--- config.mk ---
export PLATFORM = sky130hd
export DESIGN_NAME = dtack_wait_state_controller_flat
export DESIGN_NICKNAME = d
export VERILOG_FILES = /design/src/rtl/dtack_wait_state_controller_if.sv /design/src/rtl/dtack_wait_state_controller.sv /design/src/flat_wrapper.sv
export SDC_FILE = /design/constraint.sdc
export NUM_CORES = 1
export LEC_CHECK = 0
export ABC_AREA = 1
export CAP_MARGIN = 20
export CORE_MARGIN = 4
export CORE_UTILIZATION = 47
export DETAILED_ROUTE_END_ITERATION = 6
export GPL_TIMING_DRIVEN = 0
export PLACE_DENSITY = 0.88
export RECOVER_POWER = 50
export SETUP_SLACK_MARGIN = 0.3
export SLEW_MARGIN = 20
export SYNTH_ARGS = -nofsm -noshare
export SYNTH_HDL_FRONTEND = slang
export SYNTH_SLANG_ARGS = --single-unit
--- constraint.sdc ---
create_clock -name Clk -period 1.3 [get_ports Clk]
set_input_delay 0.26 -clock Clk [delete_from_list [all_inputs] [get_ports Clk]]
set_output_delay 0.26 -clock Clk [all_outputs]
set_load 0.03 [all_outputs]
--- src/rtl/dtack_wait_state_controller_if.sv ---
// 68k bus-side signals of the DTACK sequencer.
// master = CPU/decoder side, slave = sequencer side.
interface dtack_wait_state_controller_if #(
  parameter int NUM_DEV = 4
);
  logic               AS_L;
  logic [NUM_DEV-1:0] DevSelect_H;
  logic [NUM_DEV-1:0] DevDtack_L;
  logic               DtackOut_L;
  logic               BusError_L;
  logic               Busy_H;
  logic               CycleDone_H;

  modport master (
    output AS_L,
    output DevSelect_H,
    output DevDtack_L,
    input  DtackOut_L,
    input  BusError_L,
    input  Busy_H,
    input  CycleDone_H
  );

  modport slave (
    input  AS_L,
    input  DevSelect_H,
    input  DevDtack_L,
    output DtackOut_L,
    output BusError_L,
    output Busy_H,
    output CycleDone_H
  );
endinterface

--- src/rtl/dtack_wait_state_controller.sv ---
// Clocked DTACK/BERR sequencer for slow and handshake 68k devices.
// Optional bus-error timeout: define DTACK_TIMEOUT_EN.
module dtack_wait_state_controller #(
  parameter int                         NUM_DEV     = 4,
  parameter int                         CNT_W       = 4,
  parameter logic [NUM_DEV*CNT_W-1:0]   WAIT_STATES = 16'h3210,
  parameter logic [NUM_DEV-1:0]         EXT_MASK    = 4'b0011
`ifdef DTACK_TIMEOUT_EN
  ,
  parameter int                         TIMEOUT_CYC = 255
`endif
) (
  input logic Clk,
  input logic Reset_H,
  dtack_wait_state_controller_if.slave bus
);

  localparam int CH_W = (NUM_DEV > 1) ? $clog2(NUM_DEV) : 1;

  typedef enum logic [1:0] {
    IDLE, WAIT, ACK, BERR
  } state_e;

  state_e          state_q, state_d;
  logic [CH_W-1:0] chan_q, chan_d;
  logic [CH_W-1:0] pick;
  logic [CNT_W-1:0] wcnt_q, wcnt_d;
  logic [CNT_W-1:0] ws_pick;
  logic            dtack_q, dtack_d;
  logic            busy_q, busy_d;
  logic            done_q, done_d;
  logic            any_sel;
  logic            ack_hit;

`ifdef DTACK_TIMEOUT_EN
  localparam int TW = $clog2(TIMEOUT_CYC + 1);
  logic [TW-1:0] tcnt_q, tcnt_d;
  logic          berr_q, berr_d;
`endif

  // lowest-index select wins
  always_comb begin
    pick = '0;
    for (int i = NUM_DEV - 1; i >= 0; i--) begin
      if (bus.DevSelect_H[i]) pick = CH_W'(i);
    end
  end

  assign any_sel = |bus.DevSelect_H;
  assign ws_pick = WAIT_STATES[int'(pick)*CNT_W +: CNT_W];

  always_comb begin
    if (EXT_MASK[chan_q]) ack_hit = ~bus.DevDtack_L[chan_q];
    else                  ack_hit = (wcnt_q == CNT_W'(1));
  end

  always_ff @(posedge Clk or posedge Reset_H) begin
    if (Reset_H) begin
      state_q <= IDLE;
      chan_q  <= '0;
      wcnt_q  <= '0;
      dtack_q <= 1'b1;
      busy_q  <= 1'b0;
      done_q  <= 1'b0;
`ifdef DTACK_TIMEOUT_EN
      tcnt_q  <= '0;
      berr_q  <= 1'b1;
`endif
    end else begin
      state_q <= state_d;
      chan_q  <= chan_d;
      wcnt_q  <= wcnt_d;
      dtack_q <= dtack_d;
      busy_q  <= busy_d;
      done_q  <= done_d;
`ifdef DTACK_TIMEOUT_EN
      tcnt_q  <= tcnt_d;
      berr_q  <= berr_d;
`endif
    end
  end

  always_comb begin
    state_d = state_q;
    chan_d  = chan_q;
    wcnt_d  = wcnt_q;
`ifdef DTACK_TIMEOUT_EN
    tcnt_d  = tcnt_q;
`endif
    unique case (state_q)
      IDLE: begin
        if (!bus.AS_L) begin
          if (!any_sel) begin
            state_d = ACK;
          end else begin
            chan_d = pick;
            wcnt_d = ws_pick;
            if (!EXT_MASK[pick] && ws_pick == '0)
              state_d = ACK;
            else
              state_d = WAIT;
          end
`ifdef DTACK_TIMEOUT_EN
          tcnt_d = '0;
`endif
        end
      end
      WAIT: begin
        if (wcnt_q != '0) wcnt_d = wcnt_q - CNT_W'(1);
`ifdef DTACK_TIMEOUT_EN
        if (tcnt_q != TW'(TIMEOUT_CYC))
          tcnt_d = tcnt_q + TW'(1);
`endif
        // abort beats acknowledge, acknowledge beats timeout
        if (bus.AS_L)
          state_d = IDLE;
        else if (ack_hit)
          state_d = ACK;
`ifdef DTACK_TIMEOUT_EN
        else if (tcnt_q == TW'(TIMEOUT_CYC - 1))
          state_d = BERR;
`endif
      end
      ACK: begin
        if (bus.AS_L) state_d = IDLE;
      end
      BERR: begin
        if (bus.AS_L) state_d = IDLE;
      end
      default: state_d = IDLE;
    endcase
  end

  always_comb begin
    dtack_d = ~(state_q == ACK && !bus.AS_L);
    done_d  = (state_q == ACK || state_q == BERR) && bus.AS_L;
    busy_d  = (state_d != IDLE);
`ifdef DTACK_TIMEOUT_EN
    berr_d  = ~(state_q == BERR && !bus.AS_L);
`endif
  end

  assign bus.DtackOut_L  = dtack_q;
  assign bus.Busy_H      = busy_q;
  assign bus.CycleDone_H = done_q;
`ifdef DTACK_TIMEOUT_EN
  assign bus.BusError_L  = berr_q;
`else
  assign bus.BusError_L  = 1'b1;
`endif

endmodule

--- src/flat_wrapper.sv ---
// flat-port wrapper written by rule: the top's interface ports become plain ports
module dtack_wait_state_controller_flat 
#(
  parameter int                         NUM_DEV     = 4,
  parameter int                         CNT_W       = 4,
  parameter logic [NUM_DEV*CNT_W-1:0]   WAIT_STATES = 16'h3210,
  parameter logic [NUM_DEV-1:0]         EXT_MASK    = 4'b0011

)
  (Clk, Reset_H, bus_AS_L, bus_DevSelect_H, bus_DevDtack_L, bus_DtackOut_L, bus_BusError_L, bus_Busy_H, bus_CycleDone_H);
  dtack_wait_state_controller_if #(.NUM_DEV(NUM_DEV)) bus_i ();
  input logic Clk;
  input logic Reset_H;
  input wire logic [$bits(bus_i.AS_L)-1:0] bus_AS_L;
  input wire logic [$bits(bus_i.DevSelect_H)-1:0] bus_DevSelect_H;
  input wire logic [$bits(bus_i.DevDtack_L)-1:0] bus_DevDtack_L;
  output wire logic [$bits(bus_i.DtackOut_L)-1:0] bus_DtackOut_L;
  output wire logic [$bits(bus_i.BusError_L)-1:0] bus_BusError_L;
  output wire logic [$bits(bus_i.Busy_H)-1:0] bus_Busy_H;
  output wire logic [$bits(bus_i.CycleDone_H)-1:0] bus_CycleDone_H;
  assign bus_i.AS_L = bus_AS_L;
  assign bus_i.DevSelect_H = bus_DevSelect_H;
  assign bus_i.DevDtack_L = bus_DevDtack_L;
  assign bus_DtackOut_L = bus_i.DtackOut_L;
  assign bus_BusError_L = bus_i.BusError_L;
  assign bus_Busy_H = bus_i.Busy_H;
  assign bus_CycleDone_H = bus_i.CycleDone_H;
  dtack_wait_state_controller #(.NUM_DEV(NUM_DEV), .CNT_W(CNT_W), .WAIT_STATES(WAIT_STATES), .EXT_MASK(EXT_MASK)) u_core (.Clk(Clk), .Reset_H(Reset_H), .bus(bus_i));
endmodule
==> reports/summary.txt, run 1 <==
result of the run: completed
WHS: 0.407 ns
arrival time of the worst setup path: 0.92 ns
Die Y-Extent: 44.9 um
Starting DRT DRC Count: 21
switching power summed over all nets: 0.965 mW
largest buffer count on any clock path: 2
TritonRoute pass-1 iters: 4
logic depth of the worst setup path including buffers: 1
type of the tightest min-delay check: in2async
type of element capturing the critical path: output pin
number of max-cap violations: 0
slowest cell on the critical path: dfstp_2
clock latency at the later pin of the worst-skew pair: 0.27 ns
final hold violation count: 0
synthesized netlist cell count: 92
share of total power consumed by net switching: 0.461
TritonCTS buffer count: 3
number of global-route vias before repair: 631
final design instance area without fill: 990 um^2
worst IR drop on VDD: 1.12 mV
initial core utilization: 0.498
core region area: 0.00128 mm^2
worst-path fanout max: 1
mux cell area share after synthesis: 0
number of synthesized register bits: 11
CTS Root Cell: clkbuf_4
Residual DRC: 0
global-route wire length before repair: 2770 um
crit path time final: 1.18 ns
beginning of the worst register-to-register path: u_core.state_q[1]
# rows: 13
CP startpoint kind: flop
required time of the critical path: 1.04 ns
total nets after synthesis: 105
Final Routed Wirelength: 1840 um
Ant. Diodes: 0
layout net count: 129
number of antenna violations at the first check in global routing: 0
register cell area after layout: 280 um^2
sequential group share of total power: 0.295
non-filler cells in the finished layout: 130
post-synthesis share of cell area spent on xor and xnor gates: 0.0137
maximum number of pins on one net before global-route repair: 12
RSZ-0062 raised after global routing: true
CTS sink cnt: 11
Mapped Avg Cell Area: 6.95 um^2
number of port buffers: 11
antenna-violating nets left: 0
Worst Skew: 0.00218 ns
Cell variety after synth: 18
Worst R2R Setup Slack: 0.15 ns
clock transition time at the flip-flop clock pins of the worst setup and hold paths: 0.07 ns
Worst path max stage delay: 0.53 ns
start-to-end type of the worst setup path: reg2out
internal power component: 1.13 mW
R2R depth: 6
overall power: 2.09 mW
main combinational cell family by area after synthesis: simple AND/OR/NAND/NOR gates
Placer Congestion: 0.797
Detailed Place HPWL: 982 um
synthesized-area fraction occupied by and/or/nand/nor cells: 0.391
Die W: 44.9 um
aggregate global routing overflow: 0
compound-gate portion of the synthesized area: 0.0352
end of the worst register-to-register path: u_core.wcnt_q[0]
achievable frequency: 0.846 GHz
number of cells after detailed placement: 118
Yosys Warn Count: 0
Worst path top cell family by delay: flip-flops
fraction of power consumed by the clock network: 0.113
share of cells above drive strength 1: 0.409
area taken by multi-input logic gates: 437 um^2
total global-route track usage: 0.201
area growth from synthesis to final layout: 54.8%
number of buffer and inverter stages on the critical path: 1
maximum level of the CTS H-tree: 1
clock tree from TritonCTS: built
CP Capture Point: bus_DtackOut_L
ratio of total power to cell area: 2110 mW/mm^2
cells along the critical path: buf_6
via count of the routed design: 699
adder and majority cell fraction of the synthesized area: 0.0391
leakage power figure: 0.502 nW
fraction of the core area covered by cells at the end of the flow: 0.770
combinational share of power: 0.592
I/O pin cnt: 15
cell area after placement: 786 um^2
final cycle utilization of the critical path: 0.909
final setup violation count: 0
max-slew violations: 0
via-per-instance ratio: 5.38
filler instances: 83
die footprint: 0.00201 mm^2
fraction of the yosys area taken by sequential cells: 0.432
Critical path origin: u_core.bus.DtackOut_L
wire per inst: 14.1 um
post-synthesis instance area: 639 um^2
[power groups by stage]
stage / clock network [mW] / registers, mW / logic, mW
after floorplan: 0 / 0.591 / 0.563
after global placement: 0 / 0.578 / 0.725
after detailed placement: 0 / 0.585 / 0.753
after CTS: 0.236 / 0.595 / 1.11
after global routing: 0.257 / 0.627 / 1.33
final: 0.236 / 0.617 / 1.24
[area by class of cell]
type / instances / share of cell area
clock buffers: 4 / 0.0265
flip-flops and latches: 11 / 0.283
plain buffers: 1 / 0.00759
well taps: 15 / 0.0190
repair buffers: 19 / 0.177
inverters: 12 / 0.0455
multi-input cells: 68 / 0.441
[sequential cells by signal, indices dropped and copies added (netlist names)]
register,cells
u_core.bus.DtackOut_L,1
u_core.wcnt_q,4
u_core.bus.CycleDone_H,1
u_core.state_q,2
u_core.chan_q,2
u_core.bus.Busy_H,1
[worst register-to-register path, stage by stage (launching register included)]
cell,delay (ns)
dfrtp_2,0.49
nor2_4,0.18
nand3_4,0.11
nand2_4,0.08
nor2_4,0.05
nand2_1,0.07
nand2_1,0.05
[metrics by stage]
step | setup WS, ns | setup TNS (ns)
floorplan | 0.293 | 0
global placement | -0.148 | -0.799
detailed placement | -0.158 | -0.864
CTS | 0.117 | 0
global route | 0.0905 | 0
finish | 0.118 | 0
[cell usage after synthesis (all sizes together)]
| master | instances | area, um^2 |
|---|---|---|
| conb | 1 | 3.75 |
| buf | 1 | 7.51 |
| nor3 | 1 | 5.00 |
| a21oi | 1 | 5.00 |
| o21ai | 2 | 10.0 |
| xnor2 | 1 | 8.76 |
| inv | 12 | 45.1 |
| ha | 2 | 25.0 |
| nand3 | 9 | 50.1 |
| dfrtp | 10 | 250 |
| dfstp | 1 | 26.3 |
| nor2 | 12 | 50.1 |
| nand2 | 38 | 145 |
| o21bai | 1 | 7.51 |
[timing repair]
item,in CTS,in global routing
pin swaps,16,4
resized for setup,51,7
hold buffers,0,0
endpoints found under the setup margin,11,11
setup buffers,8,0
endpoints found under the hold margin,0,0
[worst min-delay path by stage]
stage                                   to  slack [ns]
floorplan                u_core.bus.Busy_H        0.11
global placement          u_core.chan_q[1]        0.49
detailed placement        u_core.chan_q[1]        0.51
CTS                 u_core.bus.CycleDone_H        0.28
global route        u_core.bus.CycleDone_H        0.46
finish              u_core.bus.CycleDone_H        0.41
[cell families after synthesis]
kind of cell / after synthesis
and+or+nand+nor: 60
buffers and inverters: 13
DFF: 11
AOI/OAI and AO/OA: 4
adders and majority gates: 2
xor gates and xnor gates: 1
other: 1
[cells in the final DEF (no fill, tap or decap), types with 4 or more instances in the layout]
cell type       n
buf_4           7
buf_6           5
dfrtp_1         7
dlygate4sd2_1   5
inv_1           8
inv_2           4
nand2_1        30
nand2_2         6
nand3_1         6
nor2_2          5
nor2_4          4
[per-layer routing]
metal / part of all wire / wire, um / global-route usage
met5: 0 / 0 / 0
met4: 0.041 / 75 / 0.140
met3: 0.081 / 148 / 0.0438
met2: 0.51 / 946 / 0.347
met1: 0.36 / 668 / 0.217
No activity file was read; power rests on OpenSTA's default activity.
==> run 2, diff against run 1 <==
--- a/config.mk
+++ b/config.mk
@@ -7,7 +7,7 @@
 export LEC_CHECK = 0
 export ABC_AREA = 1
 export CAP_MARGIN = 20
-export CORE_MARGIN = 4
+export CORE_MARGIN = 2
 export CORE_UTILIZATION = 47
 export DETAILED_ROUTE_END_ITERATION = 6
 export GPL_TIMING_DRIVEN = 0
==> run 2 against run 1 <==
Against the previous run:
- register-to-register slack got worse by 0.02 ns
- critical endpoint unchanged
- combinational power decreased by 9.7%
- non-clock buffer count shrank 1
- highest routed layer unchanged
- hold slack improved by 0.0079 ns
==> reports/summary.txt, run 2 (same netlist as run 1, synthesis figures left out) <==
registers with the most flip-flops: u_core.wcnt_q: 4 flops, u_core.chan_q: 2 flops, u_core.state_q: 2 flops
Placer Congestion: 0.807 (+1.3%)
layout net count: 128 (-0.78%)
flip-flop count of the largest register after layout: 4 (unchanged)
max-slew violations: 0 (unchanged)
number of global-route vias before repair: 612 (-3.0%)
Worst path max stage delay: 0.53 ns (about the same)
number of antenna violations at the first check in global routing: 0 (unchanged)
Final Routed Wirelength: 1700 um (-7.6%)
share of total power consumed by net switching: 0.459 (-0.00228)
worst IR drop on VDD: 1.12 mV (about the same)
area taken by multi-input logic gates: 404 um^2 (-7.4%)
TritonRoute pass-1 iters: 4 (unchanged)
wire per inst: 13.2 um (-6.8%)
Critical path origin: u_core.bus.DtackOut_L
beginning of the worst register-to-register path: u_core.wcnt_q[2]
required time of the critical path: 1.04 ns (about the same)
number of cells after detailed placement: 118 (unchanged)
largest buffer count on any clock path: 2 (unchanged)
CTS Root Cell: clkbuf_4
via-per-instance ratio: 5.22 (-3.0%)
Die Y-Extent: 40.9 um (-8.9%)
number of port buffers: 11 (unchanged)
Die W: 40.9 um (-8.9%)
leakage power figure: 0.488 nW (-2.7%)
type of element capturing the critical path: output pin
slowest cell on the critical path: dfstp_2
achievable frequency: 0.845 GHz (about the same)
worst-path fanout max: 1 (unchanged)
most common library cell in the layout ignoring fill and taps: nand2_1
CP startpoint kind: flop
WHS: 0.415 ns (+0.00791 ns)
cells along the critical path: buf_6
dpl ws: -0.194 ns (-0.0358 ns)
fraction of power consumed by the clock network: 0.121 (+0.008)
die footprint: 0.00167 mm^2 (-17%)
number of max-cap violations: 0 (unchanged)
via count of the routed design: 673 (-3.7%)
internal power component: 1.06 mW (-5.8%)
type of the tightest min-delay check: in2async
crit path time final: 1.18 ns (+0.00105 ns)
initial core utilization: 0.498 (unchanged)
final hold violation count: 0 (unchanged)
start-to-end type of the worst setup path: reg2out
area growth from synthesis to final layout: 48.3%
ratio of total power to cell area: 2070 mW/mm^2 (-2.1%)
maximum number of pins on one net before global-route repair: 12 (unchanged)
maximum level of the CTS H-tree: 1 (unchanged)
clock latency at the later pin of the worst-skew pair: 0.27 ns (about the same)
aggregate global routing overflow: 0 (unchanged)
switching power summed over all nets: 0.900 mW (-6.6%)
result of the run: completed
register cell area after layout: 279 um^2 (-0.45%)
TritonCTS buffer count: 3 (unchanged)
Residual DRC: 0 (unchanged)
total global-route track usage: 0.217 (+0.0154)
Worst Slack Setup Final: 0.117 ns (-0.00105 ns)
antenna-violating nets left: 0 (unchanged)
filler instances: 91 (+9.6%)
sequential group share of total power: 0.310 (+0.015)
combinational share of power: 0.570 (-0.022)
Starting DRT DRC Count: 27 (+29%)
global-route wire length before repair: 2330 um (-16%)
non-filler cells in the finished layout: 129 (-0.77%)
Detailed Place HPWL: 978 um (-0.42%)
Worst Skew: 0.00464 ns (+0.00246 ns)
number of buffer and inverter stages on the critical path: 1 (unchanged)
I/O pin cnt: 15 (unchanged)
most flop-heavy register: u_core.wcnt_q
RSZ-0062 raised after global routing: true
final setup violation count: 0 (unchanged)
CTS sink cnt: 11 (unchanged)
most used cells in the layout excluding fill and tap cells: nand2_1 (32), inv_1 (8), dfrtp_1 (8), nand3_1 (7), buf_4 (6)
share of cells above drive strength 1: 0.342 (-0.0666)
clock transition time at the flip-flop clock pins of the worst setup and hold paths: 0.07 ns (about the same)
Ant. Diodes: 0 (unchanged)
# rows: 13 (unchanged)
Worst path top cell family by delay: flip-flops
final cycle utilization of the critical path: 0.910 (about the same)
arrival time of the worst setup path: 0.92 ns (about the same)
clock tree from TritonCTS: built
core region area: 0.00128 mm^2 (unchanged)
run 2: layout make-up:
| class | instances | area share |
|---|---|---|
| timing repair buffer | 18 | 0.177 |
| tap | 15 | 0.0198 |
| clock buffer | 4 | 0.0277 |
| multi-input combinational | 68 | 0.426 |
| buffer | 1 | 0.00792 |
| sequential | 11 | 0.294 |
| inverter | 12 | 0.0475 |
run 2: worst paths after layout:
check	depth (start not counted)	slack, ns	to
worst max-delay path	1	0.12	bus_DtackOut_L
worst min-delay path	2	0.42	u_core.bus.Busy_H
worst max register to register	6	0.13	u_core.wcnt_q[3]
worst min register to register	2	0.52	u_core.chan_q[0]
max in group asynchronous	2	0.56	u_core.bus.DtackOut_L
min in group Clk	4	0.43	u_core.chan_q[0]
run 2: what timing repair did:
item                                    in CTS  in global routing
resized for setup                           40                  9
setup buffers                                3                  4
pin swaps                                    8                  6
hold buffers                                 0                  0
hold endpoints to repair                     0                  0
endpoints found under the setup margin      11                 11
run 2: routing by layer:
metal | track usage | wire, um | share of wire
met4 | 0.142 | 48 | 0.028
met2 | 0.410 | 867 | 0.51
met3 | 0.0380 | 103 | 0.061
met5 | 0 | 0 | 0
met1 | 0.209 | 680 | 0.40
run 2: stage by stage:
stage / TNS [ns] / total power, mW / utilization / instance area, um^2
after floorplan: 0 / 1.15 / - / 657
after global placement: -0.795 / 1.30 / 0.611 / 786
after detailed placement: -1.05 / 1.34 / 0.611 / 786
after CTS: 0 / 1.75 / 0.687 / 883
after global routing: 0 / 2.08 / 0.738 / 948
final: 0 / 1.96 / 0.738 / 948
run 2: power by group through the flow:
stage	combinational (mW)	sequential [mW]	clock, mW
6_report	1.12	0.608	0.237
3_5_place_dp	0.757	0.581	0
2_1_floorplan	0.563	0.591	0
3_3_place_gp	0.725	0.578	0
4_1_cts	0.920	0.597	0.231
5_1_grt	1.22	0.615	0.254
==> run 3, diff against run 2 <==
--- a/config.mk
+++ b/config.mk
@@ -10,11 +10,11 @@
 export CORE_MARGIN = 2
 export CORE_UTILIZATION = 47
 export DETAILED_ROUTE_END_ITERATION = 6
+export GPL_ROUTABILITY_DRIVEN = 0
 export GPL_TIMING_DRIVEN = 0
 export PLACE_DENSITY = 0.88
 export RECOVER_POWER = 50
 export SETUP_SLACK_MARGIN = 0.3
-export SLEW_MARGIN = 20
 export SYNTH_ARGS = -nofsm -noshare
 export SYNTH_HDL_FRONTEND = slang
 export SYNTH_SLANG_ARGS = --single-unit
==> results of run 3 <==
The final DEF is identical to that of run 2; final timing and power are the same.
